`src/rtl/mdec_stream_decode_pkg.sv`:
```
// Shared MDEC constants, block codes and the coefficient payload carried to the scaling stage.
package mdec_stream_decode_pkg;

  typedef logic [2:0] MDEC_BLCK;

  localparam MDEC_BLCK BLK_Y1 = 3'd0;
  localparam MDEC_BLCK BLK_Y2 = 3'd1;
  localparam MDEC_BLCK BLK_Y3 = 3'd2;
  localparam MDEC_BLCK BLK_Y4 = 3'd3;
  localparam MDEC_BLCK BLK_CR = 3'd4;
  localparam MDEC_BLCK BLK_CB = 3'd5;

  localparam int unsigned K_W = 6;
  localparam logic [15:0] MDEC_EOB   = 16'hFE00;
  localparam logic [5:0]  DC_SCALE   = 6'd8;
  localparam logic [5:0]  FULL_SCALE = 6'd16;

  typedef struct packed {
    logic [9:0]     data;
    logic [5:0]     scale;
    logic           isDC;
    logic [K_W-1:0] linearIndex;
    MDEC_BLCK       blockNum;
  } coefBus_t;

  // Colour macroblock order: Cr, Cb, Y1..Y4, then wrap
  function automatic MDEC_BLCK nextBlk(input MDEC_BLCK b);
    case (b)
      BLK_CR:  return BLK_CB;
      BLK_CB:  return BLK_Y1;
      BLK_Y1:  return BLK_Y2;
      BLK_Y2:  return BLK_Y3;
      BLK_Y3:  return BLK_Y4;
      default: return BLK_CR;
    endcase
  endfunction

endpackage

```
`src/rtl/mdec_stream_decode_zigzag_rom.sv`:
```
// Combinational 64x6 zigzag table: stream position k -> raster index.
module mdec_zigzag_rom
  import mdec_stream_decode_pkg::*;
(
  input  logic [K_W-1:0] i_k,
  output logic [K_W-1:0] o_raster
);

  localparam logic [5:0] ZZ [64] = '{
    6'd0,  6'd1,  6'd8,  6'd16, 6'd9,  6'd2,  6'd3,  6'd10,
    6'd17, 6'd24, 6'd32, 6'd25, 6'd18, 6'd11, 6'd4,  6'd5,
    6'd12, 6'd19, 6'd26, 6'd33, 6'd40, 6'd48, 6'd41, 6'd34,
    6'd27, 6'd20, 6'd13, 6'd6,  6'd7,  6'd14, 6'd21, 6'd28,
    6'd35, 6'd42, 6'd49, 6'd56, 6'd57, 6'd50, 6'd43, 6'd36,
    6'd29, 6'd22, 6'd15, 6'd23, 6'd30, 6'd37, 6'd44, 6'd51,
    6'd58, 6'd59, 6'd52, 6'd45, 6'd38, 6'd31, 6'd39, 6'd46,
    6'd53, 6'd60, 6'd61, 6'd54, 6'd47, 6'd55, 6'd62, 6'd63
  };

  assign o_raster = ZZ[i_k];

endmodule

```
`src/rtl/mdec_stream_decode.sv`:
```
// MDEC RLE/raw halfword decoder feeding the coefficient scaling stage.
// Optional MDEC_STREAM_DEBUG_EN exposes the last accepted halfword on o_debug.
module mdec_stream_decode
  import mdec_stream_decode_pkg::*;
#(
  parameter int unsigned FULL_BLK_LEN = 64
) (
  input  logic           i_clk,
  input  logic           i_rst,
  input  logic           i_startCmd,
  input  logic           i_color,
  input  logic           i_fullBlockType,
  input  logic           i_dataWrt,
  input  logic [15:0]    i_dataIn,
  output logic           o_ready,
  input  logic           i_freezePipe,
  output logic           o_dataWrt,
  output logic [9:0]     o_dataOut,
  output logic [5:0]     o_scale,
  output logic           o_isDC,
  output logic [K_W-1:0] o_index,
  output logic [K_W-1:0] o_linearIndex,
  output MDEC_BLCK       o_blockNum,
  output logic           o_fullBlockType,
  output logic           o_matrixComplete,
  output logic [15:0]    o_debug
);

  localparam logic [1:0] ST_IDLE = 2'd0;
  localparam logic [1:0] ST_AC   = 2'd1;
  localparam logic [1:0] ST_SKIP = 2'd2;
  localparam logic [1:0] ST_RAW  = 2'd3;

  logic [1:0]     state, stateNxt;
  logic [K_W-1:0] k, kNxt;
  logic [5:0]     scaleReg, scaleRegNxt;
  MDEC_BLCK       blkPtr, blkPtrNxt, curBlk, curBlkNxt, startBlk, advBlk;
  logic           colorLat, colorLatNxt, fullLat, fullLatNxt;
  logic           wrtQ, wrtNxt, cmplQ, cmplNxt, fullOutQ, fullOutNxt;
  coefBus_t       coefQ, coefNxt;
  logic [K_W-1:0] indexQ, zzRaster;
  logic [6:0]     kn;
  logic           accept;

  assign o_ready  = !i_freezePipe & !i_rst & !i_startCmd;
  assign accept   = i_dataWrt & o_ready;
  assign kn       = 7'(k) + 7'(i_dataIn[15:10]) + 7'd1;
  assign startBlk = i_color ? blkPtr : BLK_Y1;
  // Monochrome parks the pointer on Cr so a later colour command starts cleanly
  assign advBlk   = colorLat ? nextBlk(curBlk) : BLK_CR;

  // Raster index always tracks the (possibly held) linear index
  mdec_zigzag_rom u_zigzag (
    .i_k      (coefNxt.linearIndex),
    .o_raster (zzRaster)
  );

  always_ff @(posedge i_clk or posedge i_rst) begin
    if (i_rst) begin
      state    <= ST_IDLE;
      k        <= '0;
      scaleReg <= '0;
      blkPtr   <= BLK_CR;
      curBlk   <= BLK_Y1;
      colorLat <= 1'b0;
      fullLat  <= 1'b0;
      wrtQ     <= 1'b0;
      cmplQ    <= 1'b0;
      fullOutQ <= 1'b0;
      coefQ    <= '0;
      indexQ   <= '0;
    end else begin
      state    <= stateNxt;
      k        <= kNxt;
      scaleReg <= scaleRegNxt;
      blkPtr   <= blkPtrNxt;
      curBlk   <= curBlkNxt;
      colorLat <= colorLatNxt;
      fullLat  <= fullLatNxt;
      wrtQ     <= wrtNxt;
      cmplQ    <= cmplNxt;
      fullOutQ <= fullOutNxt;
      coefQ    <= coefNxt;
      indexQ   <= zzRaster;
    end
  end

  always_comb begin
    stateNxt    = state;
    kNxt        = k;
    scaleRegNxt = scaleReg;
    blkPtrNxt   = blkPtr;
    curBlkNxt   = curBlk;
    colorLatNxt = colorLat;
    fullLatNxt  = fullLat;
    wrtNxt      = wrtQ;
    cmplNxt     = cmplQ;
    fullOutNxt  = fullOutQ;
    coefNxt     = coefQ;
    if (!i_freezePipe) begin
      wrtNxt  = 1'b0;
      cmplNxt = 1'b0;
    end
    if (i_startCmd) begin
      stateNxt  = ST_IDLE;
      kNxt      = '0;
      blkPtrNxt = BLK_CR;
    end else if (accept) begin
      case (state)
        ST_IDLE: begin
          colorLatNxt = i_color;
          fullLatNxt  = i_fullBlockType;
          curBlkNxt   = startBlk;
          fullOutNxt  = i_fullBlockType;
          if (i_fullBlockType) begin
            wrtNxt   = 1'b1;
            coefNxt  = '{data: i_dataIn[9:0], scale: FULL_SCALE, isDC: 1'b1,
                         linearIndex: '0, blockNum: startBlk};
            kNxt     = K_W'(1);
            stateNxt = ST_RAW;
          end else if (i_dataIn != MDEC_EOB) begin
            scaleRegNxt = i_dataIn[15:10];
            wrtNxt      = 1'b1;
            coefNxt     = '{data: i_dataIn[9:0], scale: DC_SCALE, isDC: 1'b1,
                            linearIndex: '0, blockNum: startBlk};
            kNxt        = '0;
            stateNxt    = ST_AC;
          end
        end
        ST_AC: begin
          fullOutNxt = fullLat;
          if (i_dataIn == MDEC_EOB || kn > 7'd63) begin
            // EOB or run past the end both close the block; overflow then skips to EOB
            cmplNxt          = 1'b1;
            coefNxt.blockNum = curBlk;
            blkPtrNxt        = advBlk;
            kNxt             = '0;
            stateNxt         = (i_dataIn == MDEC_EOB) ? ST_IDLE : ST_SKIP;
          end else begin
            wrtNxt  = 1'b1;
            coefNxt = '{data: i_dataIn[9:0], scale: scaleReg, isDC: 1'b0,
                        linearIndex: kn[K_W-1:0], blockNum: curBlk};
            kNxt    = kn[K_W-1:0];
          end
        end
        ST_SKIP: begin
          if (i_dataIn == MDEC_EOB) stateNxt = ST_IDLE;
        end
        default: begin
          fullOutNxt = fullLat;
          wrtNxt     = 1'b1;
          coefNxt    = '{data: i_dataIn[9:0], scale: FULL_SCALE, isDC: (k == '0),
                         linearIndex: k, blockNum: curBlk};
          if (k == K_W'(FULL_BLK_LEN - 1)) begin
            cmplNxt   = 1'b1;
            blkPtrNxt = advBlk;
            kNxt      = '0;
            stateNxt  = ST_IDLE;
          end else begin
            kNxt = k + K_W'(1);
          end
        end
      endcase
    end
  end

  assign o_dataWrt        = wrtQ;
  assign o_matrixComplete = cmplQ;
  assign o_fullBlockType  = fullOutQ;
  assign o_dataOut        = coefQ.data;
  assign o_scale          = coefQ.scale;
  assign o_isDC           = coefQ.isDC;
  assign o_linearIndex    = coefQ.linearIndex;
  assign o_blockNum       = coefQ.blockNum;
  assign o_index          = indexQ;

`ifdef MDEC_STREAM_DEBUG_EN
  logic [15:0] debugQ;

  always_ff @(posedge i_clk or posedge i_rst) begin
    if (i_rst)       debugQ <= '0;
    else if (accept) debugQ <= i_dataIn;
  end

  assign o_debug = debugQ;
`else
  assign o_debug = 16'd0;
`endif

endmodule
```
`config.mk`:
```
export PLATFORM = sky130hd
export DESIGN_NAME = mdec_stream_decode
export DESIGN_NICKNAME = d
export VERILOG_FILES = /design/src/rtl/mdec_stream_decode_pkg.sv /design/src/rtl/mdec_stream_decode_zigzag_rom.sv /design/src/rtl/mdec_stream_decode.sv
export SDC_FILE = /design/constraint.sdc
export NUM_CORES = 1
export LEC_CHECK = 0
export BUFFER_PORTS_ARGS = -buffer_cell sky130_fd_sc_hd__buf_2
export CAP_MARGIN = 40
export CORE_MARGIN = 2
export CORE_UTILIZATION = 40
export DETAILED_ROUTE_END_ITERATION = 10
export GPL_TIMING_DRIVEN = 0
export HOLD_SLACK_MARGIN = 0.08
export PLACE_DENSITY_LB_ADDON = 0.12
export SLEW_MARGIN = 0
export SYNTH_ARGS = -nofsm -noshare
export SYNTH_HDL_FRONTEND = slang
export SYNTH_SLANG_ARGS = --single-unit
```
`constraint.sdc`:
```
create_clock -name i_clk -period 4.23 [get_ports i_clk]
set_input_delay 0.423 -clock i_clk [delete_from_list [all_inputs] [get_ports i_clk]]
set_output_delay 0.423 -clock i_clk [all_outputs]
set_load 0.05 [all_outputs]
```
==> flow_summary.toml, run 1 <==
[layout]
num-nets-final = 573
antenna_cells_inserted = 0
layout-drive-gt1-share_pct = 26.3
area.growth.synth_to_final_pct = 18.8

[sta]
hold_slack_ns = 0.121
final_hold_viol_count = 0
final_min_period_over_clock_period_pct = 96.8
setup_viol = 0
min_period_ns = 4.10
timing.clock.skew_ns = 0.0122
slew_violations = 0
post-route-worst-setup-slack_ns = 0.133
rsz0062_at_grt = "no"
timing.fmax_ghz = 0.244
slew_headroom_pct = 40.2
worst_pin_slew_ns = 0.885

[setup_path]
crit_slowest_cell = "sky130_fd_sc_hd__or3_4"
critPathArrivalTime_ns = 4.33
cp_top_family = "compound AO/OA/AOI/OAI gates"
critical_path_buf_inv_count = 3
reg2regPathDepth = 15
max_stage_delay_ns = 0.45
critical_path.reg2reg.endpoint = "o_index[3]$_DFF_PP0_"
startpoint_types = "flip-flop"
reg2reg_start = "k[0]$_DFFE_PP0P_"
worstPathCellList = "inv_2, ha_1, inv_1, fa_1, a21oi_2, o211ai_1, or3_4, a31o_2, a22o_2, ha_1, inv_1, nand3_1, a21oi_1, a31oi_1, a211o_1"
critical_path.max_fanout = 12
worstPathRequired_ns = 4.46
worstSetupPathType = "reg2reg"
setup.worst_path.end_class = "flip-flop"
r2r_setup_slack_ns = 0.13

[global_route]
grt.total_usage_pct = 21.3
largest_net_degree_at_the_start_of_global_routing = 38
grt_overflow = 0
initial_antenna_violation_count = 0
grt_pass1_vias = 3474
grt_pass1_wl_mm = 18.5

[flow_run]
timing.max_cap.violations = 0

[yosys]
yosys.area.top_type = "sky130_fd_sc_hd__dfrtp_1"
post_synth_most_frequent_cells = "56 x sky130_fd_sc_hd__dfrtp_1, 31 x sky130_fd_sc_hd__nand2_1, 30 x sky130_fd_sc_hd__nor2_1"
netlist_instances = 439
syn_area_um2 = 4040
synth_xor_area_share_pct = 0.867
synth-edff-count = 0
synthMuxAreaShare_pct = 2.72
synth_seq_area_share_pct = 35.3
synth-compound-area-share_pct = 25.7
synth_fa_ha_area_share_pct = 8.24
postSynthAreaPerCell_um2 = 9.21
asyncSetResetFlopFracSynth_pct = 100
synth_seq_cells = 57
synth_unique_cells = 79
yosys-top-cells-area = "sky130_fd_sc_hd__dfrtp_1 35%, sky130_fd_sc_hd__ha_1 7.7%, sky130_fd_sc_hd__buf_4 3.7%"
synth_top_area_share_pct = 34.7
synth_top_family_by_area = "compound AO/OA/AOI/OAI gates"
yosysMostFrequentCell = "sky130_fd_sc_hd__dfrtp_1"
yosysWarnings = 0
yosys.area_share.simple_pct = 18.9
postSynth.topFlopCell = "sky130_fd_sc_hd__dfrtp_1"

[placed_design]
routabilityCongestion = 0.914
io_buffer_count = 58
dpl.hpwl_mm = 8.48
pre_cts_ws_ns = -0.0257

[clock_network]
clock_insertion_delay_worst_skew_ns = 0.35
cts_post_setup_buffers_inserted = 0
cts_buffers = 9
cts.path.max_buffers = 2
clk_pin_slew_ns = 0.07
cts_tree = "built"
clk_root_buffer_cell = "sky130_fd_sc_hd__clkbuf_8"
clock_sinks = 57
h-tree-depth = 3
hold_buf_cts = 0

[status]
outcome = "finished clean"

[routing]
detailroute.via_count = 3844
detail_route.first_pass.iterations = 5
detail_route.iter0.violations = 292
drcViolationCount = 0
ant_nets = 0
detail_route.vias_per_cell = 5.81
drt_wl_cell_um = 17.6
route.final.wire_length_mm = 11.6

[pwr]
max-vdd-ir-drop_v = 0.000263
power.density_cell_area_nw_per_um2 = 519
leakagePower_nw = 2.25

[floorplanning]
start_util_pct = 41.3
placeableCoreArea_um2 = 9770
floorplan.die.width_um = 105
design.die.area_um2 = 10900
placementRows = 36
die_height_um = 105
boundaryPins = 75

[hold_path]
hp-class = "in2async"
==> cell usage in the layout, fill, tap and decap left out, types with 16 or more instances in the layout <==
cell type and count:
sky130_fd_sc_hd__buf_2 63, sky130_fd_sc_hd__dfrtp_1 56, sky130_fd_sc_hd__nand2_1 31, sky130_fd_sc_hd__nor2_1 30, sky130_fd_sc_hd__ha_1 25, sky130_fd_sc_hd__o21ai_0 23, sky130_fd_sc_hd__buf_4 20, sky130_fd_sc_hd__a21oi_1 19
sky130_fd_sc_hd__nand3_1 17, sky130_fd_sc_hd__inv_1 16, sky130_fd_sc_hd__conb_1 16
==> worst reg2reg max path: cells and delay by family (launching register included) <==
family / cells / cell delay [ns]
compound gates: 7 / 1.70
buf+inv: 3 / 0.31
fa+ha+maj: 3 / 0.96
flops: 1 / 0.41
simple gates: 2 / 0.61
==> flip-flops by register name (all words and copies together), names as in the netlist <==
name              count
curBlk                3
colorLat              1
o_index               6
o_isDC                1
o_linearIndex         6
o_scale               6
o_dataWrt             1
o_fullBlockType       1
o_dataOut            10
scaleReg              6
fullLat               1
blkPtr                3
o_blockNum            3
o_matrixComplete      1
state                 2
k                     6
==> logic make-up after synthesis <==
| family | after synthesis |
|---|---|
| flops | 57 |
| buf+inv | 61 |
| compound gates | 136 |
| mux | 10 |
| other cells | 1 |
| fa+ha+maj | 26 |
| xor+xnor | 4 |
| simple gates | 144 |
==> through the flow <==
stage	instance area [um^2]	instances	power, mW	util (%)	setup TNS, ns
6_report	4800	662	2.49	49.1	0
5_1_grt	4800	662	2.63	49.1	0
3_3_place_gp	4550	645	1.94	46.6	0
4_1_cts	4780	662	2.50	49.0	0
3_5_place_dp	4570	646	1.95	46.8	-0.0257
2_1_floorplan	4100	454	1.67	-	0
==> layout make-up <==
cell class | count | area [um^2]
Fill cell | 957 | 4970
Multi-Input combinational cell | 336 | 2360
Sequential cell | 57 | 1430
Timing Repair Buffer | 59 | 310
Buffer | 38 | 239
Tap cell | 133 | 166
Clock buffer | 10 | 138
Inverter | 23 | 91.3
Clock inverter | 6 | 66.3
==> power by group <==
group	switching, mW	total, mW	internal (mW)
Combinational	0.843	1.21	0.363
Clock	0.245	0.533	0.289
Sequential	0.0759	0.752	0.676
==> metal layers <==
metal / track usage, % / vias up / wire (um)
met5: 0 / - / 0
met3: 5.64 / 17 / 929
met1: 30.4 / 1849 / 5350
met4: 6.76 / 0 / 180
li1: - / 1808 / -
met2: 31.4 / 170 / 5170
==> how the worst max path moves through the flow <==
stage	start	endpoint	slack [ns]	cells past startpoint
2_1_floorplan	k[0]$_DFFE_PP0P_	o_index[3]$_DFF_PP0_	0.62	15
3_3_place_gp	i_dataIn[10]	o_index[0]$_DFF_PP0_	0.01	16
3_5_place_dp	i_dataIn[10]	o_index[0]$_DFF_PP0_	-0.03	16
4_1_cts	k[0]$_DFFE_PP0P_	o_index[0]$_DFF_PP0_	0.01	15
5_1_grt	k[0]$_DFFE_PP0P_	o_index[3]$_DFF_PP0_	0.01	15
6_report	k[0]$_DFFE_PP0P_	o_index[3]$_DFF_PP0_	0.13	15
==> what timing repair did <==
action / CTS / global route
pin swaps: 0 / 1
gates resized for setup: 2 / 5
endpoints found under the setup margin: 2 / 6
No activity file was read; power rests on OpenSTA's default activity.
==> run 2, diff against run 1 <==
--- a/config.mk
+++ b/config.mk
@@ -5,7 +5,7 @@
 export SDC_FILE = /design/constraint.sdc
 export NUM_CORES = 1
 export LEC_CHECK = 0
-export BUFFER_PORTS_ARGS = -buffer_cell sky130_fd_sc_hd__buf_2
+export BUFFER_PORTS_ARGS = -buffer_cell sky130_fd_sc_hd__clkbuf_2
 export CAP_MARGIN = 40
 export CORE_MARGIN = 2
 export CORE_UTILIZATION = 40
==> run 2 against run 1 <==
Compared with the run above: worst setup slack better by 0.062 ns; combinational power about the same; critical path type unchanged; clock power up 8.4%; register-to-register slack better by 0.06 ns; critical endpoint unchanged; clock-buffer cell count up 1; clock skew up 0.0025 ns; hold slack better by 0.048 ns; die area unchanged; sequential share of layout area down 0.077 points.
==> flow_summary.toml, run 2 (synthesis results as in run 1) <==
[status]
outcome = "finished clean"

[global_route]
largest_net_degree_at_the_start_of_global_routing = 34
grt_pass1_wl_mm = 18.4
grt_overflow = 0
grt.total_usage_pct = 20.9
initial_antenna_violation_count = 0
grt_pass1_vias = 3524

[clock_network]
clock_sinks = 57
clk_pin_slew_ns = 0.07
cts.path.max_buffers = 2
clock_insertion_delay_worst_skew_ns = 0.34
h-tree-depth = 3
cts_tree = "built"
clk_root_buffer_cell = "sky130_fd_sc_hd__clkbuf_8"
cts_buffers = 9
hold_buf_cts = 0
cts_post_setup_buffers_inserted = 0

[layout]
antenna_cells_inserted = 0
layout-drive-gt1-share_pct = 26.1
num-nets-final = 573
flip_flop_count_of_the_largest_register_after_layout = 10
final_common_cell = "sky130_fd_sc_hd__clkbuf_2"
filler_cell_count = 948
top_library_cells_by_usage_in_the_layout_fill_and_taps_aside = "58 x sky130_fd_sc_hd__clkbuf_2, 56 x sky130_fd_sc_hd__dfrtp_1, 31 x sky130_fd_sc_hd__nand2_1"
area.growth.synth_to_final_pct = 19.1
finish.utilization_pct = 49.2

[setup_path]
startpoint_types = "flip-flop"
r2r_setup_slack_ns = 0.20
reg2regPathDepth = 15
critical_path.max_fanout = 12
critPathArrivalTime_ns = 4.25
setup.worst_path.end_class = "flip-flop"
worstPathRequired_ns = 4.45
worstSetupPathType = "reg2reg"

[hold_path]
hp-class = "in2async"

[routing]
ant_nets = 0
route.final.wire_length_mm = 11.3
highest_layer = "met4"
detail_route.vias_per_cell = 5.79
drt_wl_cell_um = 17.1
wl_met2_mm = 5.07
detail_route.iter0.violations = 256
detailroute.via_count = 3835
drcViolationCount = 0
detail_route.first_pass.iterations = 5
metal_1_wl_mm = 5.30
dr_wl_met3_um = 883

[sta]
timing.fmax_ghz = 0.248
min_period_ns = 4.03
timing.clock.skew_ns = 0.0147
final_hold_viol_count = 0
rsz0062_at_grt = "no"
hold_slack_ns = 0.169
worst_pin_slew_ns = 0.883
final_min_period_over_clock_period_pct = 95.4
slew_violations = 0
slew_headroom_pct = 40.4
setup_viol = 0

[placed_design]
dpl.hpwl_mm = 8.34
routabilityCongestion = 0.913
io_buffer_count = 58

[floorplanning]
boundaryPins = 75
floorplan.die.width_um = 105
die_height_um = 105
placementRows = 36
design.die.area_um2 = 10900
start_util_pct = 41.3
placeableCoreArea_um2 = 9770

[flow_run]
timing.max_cap.violations = 0

[pwr]
max-vdd-ir-drop_v = 0.000226
power.density_cell_area_nw_per_um2 = 527
leakagePower_nw = 2.26
-- run 2: layout make-up --
type                       count  area, um^2  area share, %
multi-input combinational    336        2360           49.0
tap                          133         166           3.46
sequential                    57        1430           29.7
buffer                        38         239           4.97
timing repair buffer          59         310           6.45
clock inverter                 5        78.8           1.64
clock buffer                  11         141           2.94
inverter                      23        91.3           1.90
-- run 2: path summary, 6_finish.rpt --
check                                         from                    endpoint
max in group asynchronous                    i_rst     scaleReg[0]$_DFFE_PP0P_
min                                          i_rst  o_matrixComplete$_DFF_PP0_
max reg2reg                       k[0]$_DFFE_PP0P_        o_index[3]$_DFF_PP0_
min in group i_clk                     i_dataIn[1]    o_dataOut[1]$_DFFE_PP0P_
min reg2reg                scaleReg[5]$_DFFE_PP0P_      o_scale[5]$_DFFE_PP0P_
max                               k[0]$_DFFE_PP0P_        o_index[3]$_DFF_PP0_
-- run 2: layer usage --
layer	GRT usage (%)	up-vias
met1	30.0	1863
met4	4.83	0
met3	5.26	9
met2	31.4	160
met5	0	-
li1	-	1803
-- run 2: where the power goes --
group	internal, mW	switching, mW
clock network	0.347	0.231
logic	0.360	0.842
registers	0.677	0.0800
total	1.38	1.15
-- run 2: worst max-delay path, stage by stage (launching register included) --
cell	delay (ns)
sky130_fd_sc_hd__dfrtp_1	0.41
sky130_fd_sc_hd__inv_2	0.13
sky130_fd_sc_hd__ha_1	0.19
sky130_fd_sc_hd__inv_1	0.06
sky130_fd_sc_hd__fa_1	0.41
sky130_fd_sc_hd__a21oi_1	0.21
sky130_fd_sc_hd__o211ai_1	0.22
sky130_fd_sc_hd__or3_4	0.45
sky130_fd_sc_hd__a31o_2	0.29
sky130_fd_sc_hd__a22o_2	0.38
sky130_fd_sc_hd__ha_1	0.35
sky130_fd_sc_hd__inv_1	0.11
sky130_fd_sc_hd__nand3_1	0.16
sky130_fd_sc_hd__a21oi_1	0.18
sky130_fd_sc_hd__a31oi_1	0.05
sky130_fd_sc_hd__a211o_1	0.30
-- run 2: repair_timing --
item / in CTS / in global routing
gates resized for setup: 1 / 6
endpoints found under the setup margin: 1 / 5
pin swaps: 0 / 0
hold endpoints to repair: 0 / 0
-- run 2: through the flow --
stage,setup TNS [ns],power (mW),instances,setup WS [ns],instance area (um^2)
final,0,2.54,662,0.196,4810
after global routing,0,2.68,662,0.00565,4810
after CTS,0,2.53,662,0.0252,4800
after detailed placement,0,1.95,646,0.0146,4570
after global placement,-0.00854,1.95,645,-0.00854,4550
after floorplan,0,1.67,454,0.621,4100
